--- config.mk ---
export PLATFORM = sky130hd
export DESIGN_NAME = cpu_net_iface
export DESIGN_NICKNAME = d
export VERILOG_FILES = /design/src/rtl/cpu_net_iface.sv
export SDC_FILE = /design/constraint.sdc
export NUM_CORES = 1
export LEC_CHECK = 0
export CAP_MARGIN = 0
export CORE_UTILIZATION = 60
export CTS_CLUSTER_DIAMETER = 80
export DETAILED_ROUTE_END_ITERATION = 10
export DONT_BUFFER_PORTS = 1
export PLACE_DENSITY = 0.76
export SLEW_MARGIN = 30
export SYNTH_ARGS = -nofsm -noshare
export SYNTH_HDL_FRONTEND = slang
export SYNTH_SLANG_ARGS = --single-unit
--- constraint.sdc ---
create_clock -name clk -period 6.1 [get_ports clk]
set_clock_uncertainty 0.1 [all_clocks]
set_input_delay 0.61 -clock clk [delete_from_list [all_inputs] [get_ports clk]]
set_output_delay 0.61 -clock clk [all_outputs]
set_load 0.05 [all_outputs]
--- src/rtl/cpu_net_iface.sv ---
// CPU-to-mesh network interface: packs CPU words into flits (TX FIFO) and filters/unpacks router flits (RX FIFO).
// Optional macro NI_PARITY_EN: generate parity on TX and discard flits with bad parity on RX.
module cpu_net_iface #(
  parameter logic [7:0] NODE_ID    = 8'h00,
  parameter int         FIFO_DEPTH = 4
) (
  input  logic        clk,
  input  logic        rst,
  input  logic [31:0] cpu_tx_data,
  input  logic [7:0]  cpu_tx_dst,
  input  logic        cpu_tx_valid,
  output logic        cpu_tx_ready,
  output logic [63:0] flit_out,
  output logic        flit_out_valid,
  input  logic        flit_out_ready,
  input  logic [63:0] flit_in,
  input  logic        flit_in_valid,
  output logic        flit_in_ready,
  output logic [31:0] cpu_rx_data,
  output logic [7:0]  cpu_rx_src,
  output logic        cpu_rx_valid,
  input  logic        cpu_rx_ready,
  output logic [7:0]  drop_count
);

  localparam int          AW      = $clog2(FIFO_DEPTH);
  localparam logic [AW:0] L_DEPTH = (AW+1)'(FIFO_DEPTH);

  logic [63:0]   r_tx_mem [FIFO_DEPTH];
  logic [AW-1:0] r_tx_wptr, r_tx_rptr;
  logic [AW:0]   r_tx_cnt;
  logic [7:0]    r_seq;

  logic [39:0]   r_rx_mem [FIFO_DEPTH];
  logic [AW-1:0] r_rx_wptr, r_rx_rptr;
  logic [AW:0]   r_rx_cnt;
  logic [7:0]    r_drop_cnt;

  logic w_tx_push, w_tx_pop, w_tx_parity;
  logic w_rx_accept, w_rx_push, w_rx_drop, w_rx_pop, w_rx_parity_ok;
  logic w_unused;

`ifdef NI_PARITY_EN
  assign w_tx_parity    = ^cpu_tx_data;
  assign w_rx_parity_ok = (flit_in[39] == ^flit_in[31:0]);
`else
  assign w_tx_parity    = 1'b0;
  assign w_rx_parity_ok = 1'b1;
`endif

  // seq, parity and reserved fields of incoming flits carry nothing the CPU needs
  assign w_unused = ^flit_in[47:32];

  assign cpu_tx_ready   = (r_tx_cnt != L_DEPTH);
  assign flit_out_valid = (r_tx_cnt != '0);
  assign flit_out       = flit_out_valid ? r_tx_mem[r_tx_rptr] : '0;
  assign flit_in_ready  = (r_rx_cnt != L_DEPTH);
  assign cpu_rx_valid   = (r_rx_cnt != '0);
  assign {cpu_rx_src, cpu_rx_data} = cpu_rx_valid ? r_rx_mem[r_rx_rptr] : '0;
  assign drop_count     = r_drop_cnt;

  assign w_tx_push   = cpu_tx_valid && cpu_tx_ready;
  assign w_tx_pop    = flit_out_valid && flit_out_ready;
  assign w_rx_accept = flit_in_valid && flit_in_ready;
  assign w_rx_push   = w_rx_accept && (flit_in[63:56] == NODE_ID) && w_rx_parity_ok;
  assign w_rx_drop   = w_rx_accept && !w_rx_push;
  assign w_rx_pop    = cpu_rx_valid && cpu_rx_ready;

  // NOTE: storage arrays are deliberately left without reset; the occupancy
  // counters decide validity and the outputs are masked to zero while empty.
  always_ff @(posedge clk) begin
    if (w_tx_push)
      r_tx_mem[r_tx_wptr] <= {cpu_tx_dst, NODE_ID, r_seq, w_tx_parity, 7'b0, cpu_tx_data};
    if (w_rx_push)
      r_rx_mem[r_rx_wptr] <= {flit_in[55:48], flit_in[31:0]};
  end

  // Pointers are exactly AW bits wide, so they wrap modulo FIFO_DEPTH on their own.
  always_ff @(posedge clk or posedge rst) begin
    if (rst) begin
      r_tx_wptr  <= '0;
      r_tx_rptr  <= '0;
      r_tx_cnt   <= '0;
      r_seq      <= '0;
      r_rx_wptr  <= '0;
      r_rx_rptr  <= '0;
      r_rx_cnt   <= '0;
      r_drop_cnt <= '0;
    end else begin
      if (w_tx_push) begin
        r_tx_wptr <= r_tx_wptr + 1'b1;
        r_seq     <= r_seq + 8'd1;
      end
      if (w_tx_pop)
        r_tx_rptr <= r_tx_rptr + 1'b1;
      r_tx_cnt <= r_tx_cnt + {{AW{1'b0}}, w_tx_push} - {{AW{1'b0}}, w_tx_pop};

      if (w_rx_push)
        r_rx_wptr <= r_rx_wptr + 1'b1;
      if (w_rx_pop)
        r_rx_rptr <= r_rx_rptr + 1'b1;
      r_rx_cnt <= r_rx_cnt + {{AW{1'b0}}, w_rx_push} - {{AW{1'b0}}, w_rx_pop};

      if (w_rx_drop && (r_drop_cnt != 8'hFF))
        r_drop_cnt <= r_drop_cnt + 8'd1;
    end
  end

endmodule

### Yosys cells after proc, flatten, opt, wreduce, memory -nomap -nowiden

Memory sizes are Yosys's and may differ from the RTL's.
Cells that the tools add are included.

| storage, ports and cells | value |
|---|---|
| register bits | 30 |
| memory bits (writable) | 352 |
| memories kept | 2 |
| output and inout bits | 116 |

| operators by class | value |
|---|---|
| $add $sub $neg | 10 |
| equal/unequal tests | 3 |
| muxes and demuxes | 6 |
| reduce and logical (&&, ||, !) cells | 11 |

Memory list:

| name | words | bits a word | rd ports | clocked after memory_dff | write ports | line | text |
|---|---|---|---|---|---|---|---|
| r_tx_mem | 4 | 48 | 1 | 0 | 1 | 29 | `logic [63:0] r_tx_mem [FIFO_DEPTH];` |
| r_rx_mem | 4 | 40 | 1 | 0 | 1 | 34 | `logic [39:0] r_rx_mem [FIFO_DEPTH];` |

Operators with widths:

| kind | number |
|---|---|
| $mux 64 | 1 |
| $mux 40 | 1 |
| $add 8x1->8 const B | 2 |
| $add 2x1->2 const B | 4 |
| $logic_not 8->1 | 1 |
| $ne 8x8->1 const B | 1 |
| $logic_and 1x1->1 | 7 |
| $add 3x1->3 | 2 |
| $ne 3x3->1 const B | 2 |
| $reduce_bool 3->1 | 2 |
| $sub 3x1->3 | 2 |
| $mux 1 | 4 |
| $logic_not 1->1 | 1 |

### Logic depth before layout (Yosys ltp)

| logic depth | value |
|---|---|
| depth after elaboration | 6 |
| mapped depth | 10 |

### Worst setup path before layout

OpenSTA, ideal clock, no wires.

| path | value |
|---|---|
| path kind | input to register |
| from | input flit_in[61] |
| to | memory r_rx_mem[0][0], enable pin |
| path slack | 3132 ps |
| arrival | 2466 ps |
| buffers on the path | 0 |
| cell stages on the path | 3 |
| path through | or4_4 nor3_4 and2_1 |

| between the ends | value |
|---|---|
| cells in the longest elaborated chain, start to end | 4 |

RTL lines:

| item | line | text |
|---|---|---|
| from (decl) | 16 | `input logic [63:0] flit_in,` |
| $logic_not 8->1 | 65 | `assign w_rx_push = w_rx_accept && (flit_in[63:56] == NODE_ID) && w_rx_parity_ok;` |
| $logic_and 1x1->1 | 65 |  |
| $mux 1 | 74 | `if (w_rx_push)` |
| $mux 1 (implied by the code) | 75 | `r_rx_mem[r_rx_wptr] <= {flit_in[55:48], flit_in[31:0]};` |
| to (decl) | 34 |  |

Every way passes these cells.

### Worst setup path in the final report

| path | value |
|---|---|
| from | register r_rx_rptr[0] |
| to | output cpu_rx_src[6] |

| between the ends | value |
|---|---|
| cells in the longest elaborated chain, start to end | 2 |

RTL lines:

| item | line | text |
|---|---|---|
| from (decl) | 35 | `logic [AW-1:0] r_rx_wptr, r_rx_rptr;` |
| from (signal assigned) | 101 | `r_rx_rptr <= r_rx_rptr + 1'b1;` |
| $mem_v2 4x40 | - |  |
| $mux 40 | 59 | `assign {cpu_rx_src, cpu_rx_data} = cpu_rx_valid ? r_rx_mem[r_rx_rptr] : '0;` |
| to (decl) | 20 | `output logic [7:0] cpu_rx_src,` |

Every way passes these cells.

==> flow_summary.ini <==
[pwr]
leakage_nw = 5.441
p_per_area_nw_per_um2 = 556.9
p_int_w = 0.005530
pwr-share-seq_pct = 39.5
p_clk_share_pct = 24.1
vdd_drop_max_mv = 0.3364
netSwitchingFraction_pct = 39.79
comb_power_share_pct = 36.4
p_switching_w = 0.003655

[logic_synthesis]
synth_simple_gate_area_share_pct = 5.744
synth_xor_area_share_pct = 1.229
synth_top_area_share_pct = 70.64
synth_top_cell_by_area = edfxtp_1
synth_seq_cells = 382
syn_inst = 716
synthesis.area_um2 = 14960
ys.warnings.count = 0
synth_ff_type = edfxtp_1
synth_edf_count = 352
synth.area.mux_share_pct = 13.62
synth_top_family_by_area = multiplexers
yosysMostFrequentCell = edfxtp_1
synth.area.top_cells = edfxtp_1, mux4_2, dfrtp_1
synth_cell_types = 36
ys_seq_area_share_pct = 75.65
synth-adder-area-share_pct = 1.438
yosys-top-cells-count = edfxtp_1, and2_1, mux4_2
postSynthAreaPerCell_um2 = 20.90
synth-compound-area-share_pct = 0.2425
async_flop_share_pct = 7.853

[min_path]
min_to = r_tx_mem[3][31]
min_from = cpu_tx_data[31]
hold_class = in -> reg
whs_path_depth = 0

[clock_network]
htreeDepth = 2
cts_tree = done
clockBufferDepth = 3
clk_latency_ns = 0.51
post-cts-setup-buffers = 0
cts_resized = 0
cts-root-buf = clkbuf_16
path_clk_slew_ns = 0.06
cts_buffers = 37
cts-hold-fix-buffers = 1
cts_sinks = 382

[setup_path]
start_kind = flop
r2r-start = r_rx_cnt[2]
path_max_fanout = 26
crit_family = flip-flops
critical-path-max-stage-delay_ns = 0.74
slowest_stage = dfrtp_2
crit_path_cell_trace = buf_4 > mux4_2 > and2_1
reg2reg_to = r_rx_cnt[2]
end_kind = output port
startpoint = r_rx_rptr[0]
r2r_slack_ns = 3.24
path_buf_inv = 1
worstSetupPathType = reg -> out
r2r.worst_path.cells = 10
cp.arrival_ns = 2.75
cp.required_ns = 5.39

[route]
drc_errors = 0
routedWlPerCell_um = 23.26
vias = 6435
first_pass_iters = 4
ant_nets = 0
drt-vias-per-instance = 5.942
wl_um = 25200
drt-initial-drc-count = 492

[status]
status = complete, no violations

[final_layout]
diodes = 0
area_delta_synth_final_pct = 10.22
drive_gt1_share_pct = 22.40
final_area_um2 = 16490
fin_nets = 858
num-fill-cells = 1522

[sta]
timing.final.crit_share_pct = 56.74
worstMarginPinSlew_ns = 0.7118
rsz0062_at_grt = no
setup-violations-final = 0
setup_tns_ns = 0
fmax_mhz = 288.9
relSlewSlack_pct = 52.55
hold_violations = 0
fin_crit_ns = 3.461
final-max-slew-violation-count = 0

[floorplan]
start_util_pct = 61.35
num_rows = 57
dieArea_um2 = 25580
die_h_um = 159.9
design.core.area_um2 = 24390
ioPinCount = 226
dieWidth_um = 159.9

[global_routing]
grt_overflow = 0
grt_pass1_vias = 7026
grt_max_degree = 51
grt_pass1_wl_um = 39370
antenna_found_initial = 0
grtUsageTotal_pct = 20.37

[placed_design]
placed_area_um2 = 15290
port_buffers = 0
dp_hpwl_um = 15170
gp_congestion = 0.7443

[flow_run]
max_cap_violations = 0
-- how the worst max path moves through the flow --
stage | depth (start not counted) | endpoint
after detailed placement | 8 | r_rx_cnt[2]
after global routing | 3 | cpu_rx_src[6]
after floorplan | 3 | r_rx_mem[0][0]
after CTS | 3 | cpu_rx_src[6]
after global placement | 8 | r_rx_cnt[2]
final | 3 | cpu_rx_src[6]
-- cell type report --
type	count	area, um2	share of cell area, %
clock buffer	51	1010	6.122
clock inverter	15	177.7	1.077
inverter	15	56.30	0.3414
multi-input combinational	287	3418	20.73
sequential	382	11330	68.70
tap	324	405.4	2.458
timing repair buffer	9	95.09	0.5765
-- power groups by stage --
stage	registers (W)	clock network (W)	logic (W)
global route	0.00367	0.00236	0.00351
CTS	0.00363	0.00225	0.00339
floorplan	0.00350	0	0.00309
detailed placement	0.00369	0	0.00337
global placement	0.00371	0	0.00323
finish	0.00363	0.00221	0.00334
-- per-layer routing --
layer / GRT usage, % / vias to the layer above / share of wire, % / routed length (um)
li1: - / 2822 / - / -
met1: 24.58 / 3337 / 37 / 9368
met2: 34.58 / 235 / 51 / 12960
met3: 7.610 / 41 / 9.5 / 2386
met4: 5.671 / 0 / 1.9 / 484
met5: 0 / - / 0 / 0
-- layout by cell type, fill, tap and decap left out, types with 2 or more instances in the layout --
cell | synthesis | routed
dfrtp_4 | 0 | 2
bufinv_16 | 0 | 4
nor2_1 | 2 | 2
nor3_2 | 2 | 2
conb_1 | 1 | 16
xor2_1 | 10 | 10
clkinv_1 | 0 | 7
nor4_1 | 2 | 2
inv_1 | 14 | 13
and3_2 | 0 | 4
or3_4 | 0 | 2
ha_1 | 14 | 14
nand2_1 | 13 | 13
inv_2 | 1 | 2
or4_4 | 2 | 2
fa_1 | 2 | 2
and2_1 | 95 | 91
nand3_1 | 4 | 4
and2_4 | 0 | 4
buf_4 | 16 | 6
clkbuf_16 | 0 | 38
clkbuf_1 | 13 | 12
nand4_1 | 4 | 4
edfxtp_1 | 352 | 352
nor3_1 | 2 | 2
mux2_4 | 3 | 3
xnor2_1 | 11 | 11
mux4_2 | 88 | 88
dfrtp_2 | 0 | 2
buf_12 | 0 | 2
clkinv_2 | 0 | 3
dfrtp_1 | 30 | 26
-- stage by stage --
step	setup WS, ns	utilization (%)	total power [W]	hold slack (ns)	std cells
2_1_floorplan	3.132	-	0.006595	0.3540	731
3_3_place_gp	2.983	62.49	0.006946	0.3545	1014
3_5_place_dp	2.919	62.67	0.007061	0.3569	1016
4_1_cts	2.544	67.58	0.009277	0.06442	1083
5_1_grt	2.456	67.62	0.009545	0.06223	1083
6_report	2.639	67.62	0.009185	0.08556	1083
-- worst reg2reg max path, stage by stage, from the launching register on --
cell and delay, ns:
dfrtp_1 0.41, or3b_2 0.44, nand2_1 0.15, nor3_4 0.36
inv_1 0.09, ha_1 0.28, inv_1 0.04, ha_1 0.19
fa_1 0.40, xor2_1 0.16, xnor2_1 0.13
-- registers in the layout, summed over array words and instances (netlist names) --
name,cells
r_tx_mem,192
r_rx_mem,160
drop_count,8
r_seq,8
r_rx_cnt,3
r_tx_cnt,3
r_rx_rptr,2
r_rx_wptr,2
r_tx_rptr,2
r_tx_wptr,2
-- kinds of logic after synthesis --
group                    Yosys count
flip-flops                       382
AND/OR/NAND/NOR                  139
multiplexers                      92
buffers and inverters             62
XOR/XNOR                          21
adder cells (fa/ha/maj)           16
AO/OA/AOI/OAI                      3
other                              1
Note: power is estimated with default switching activity, not from simulation.
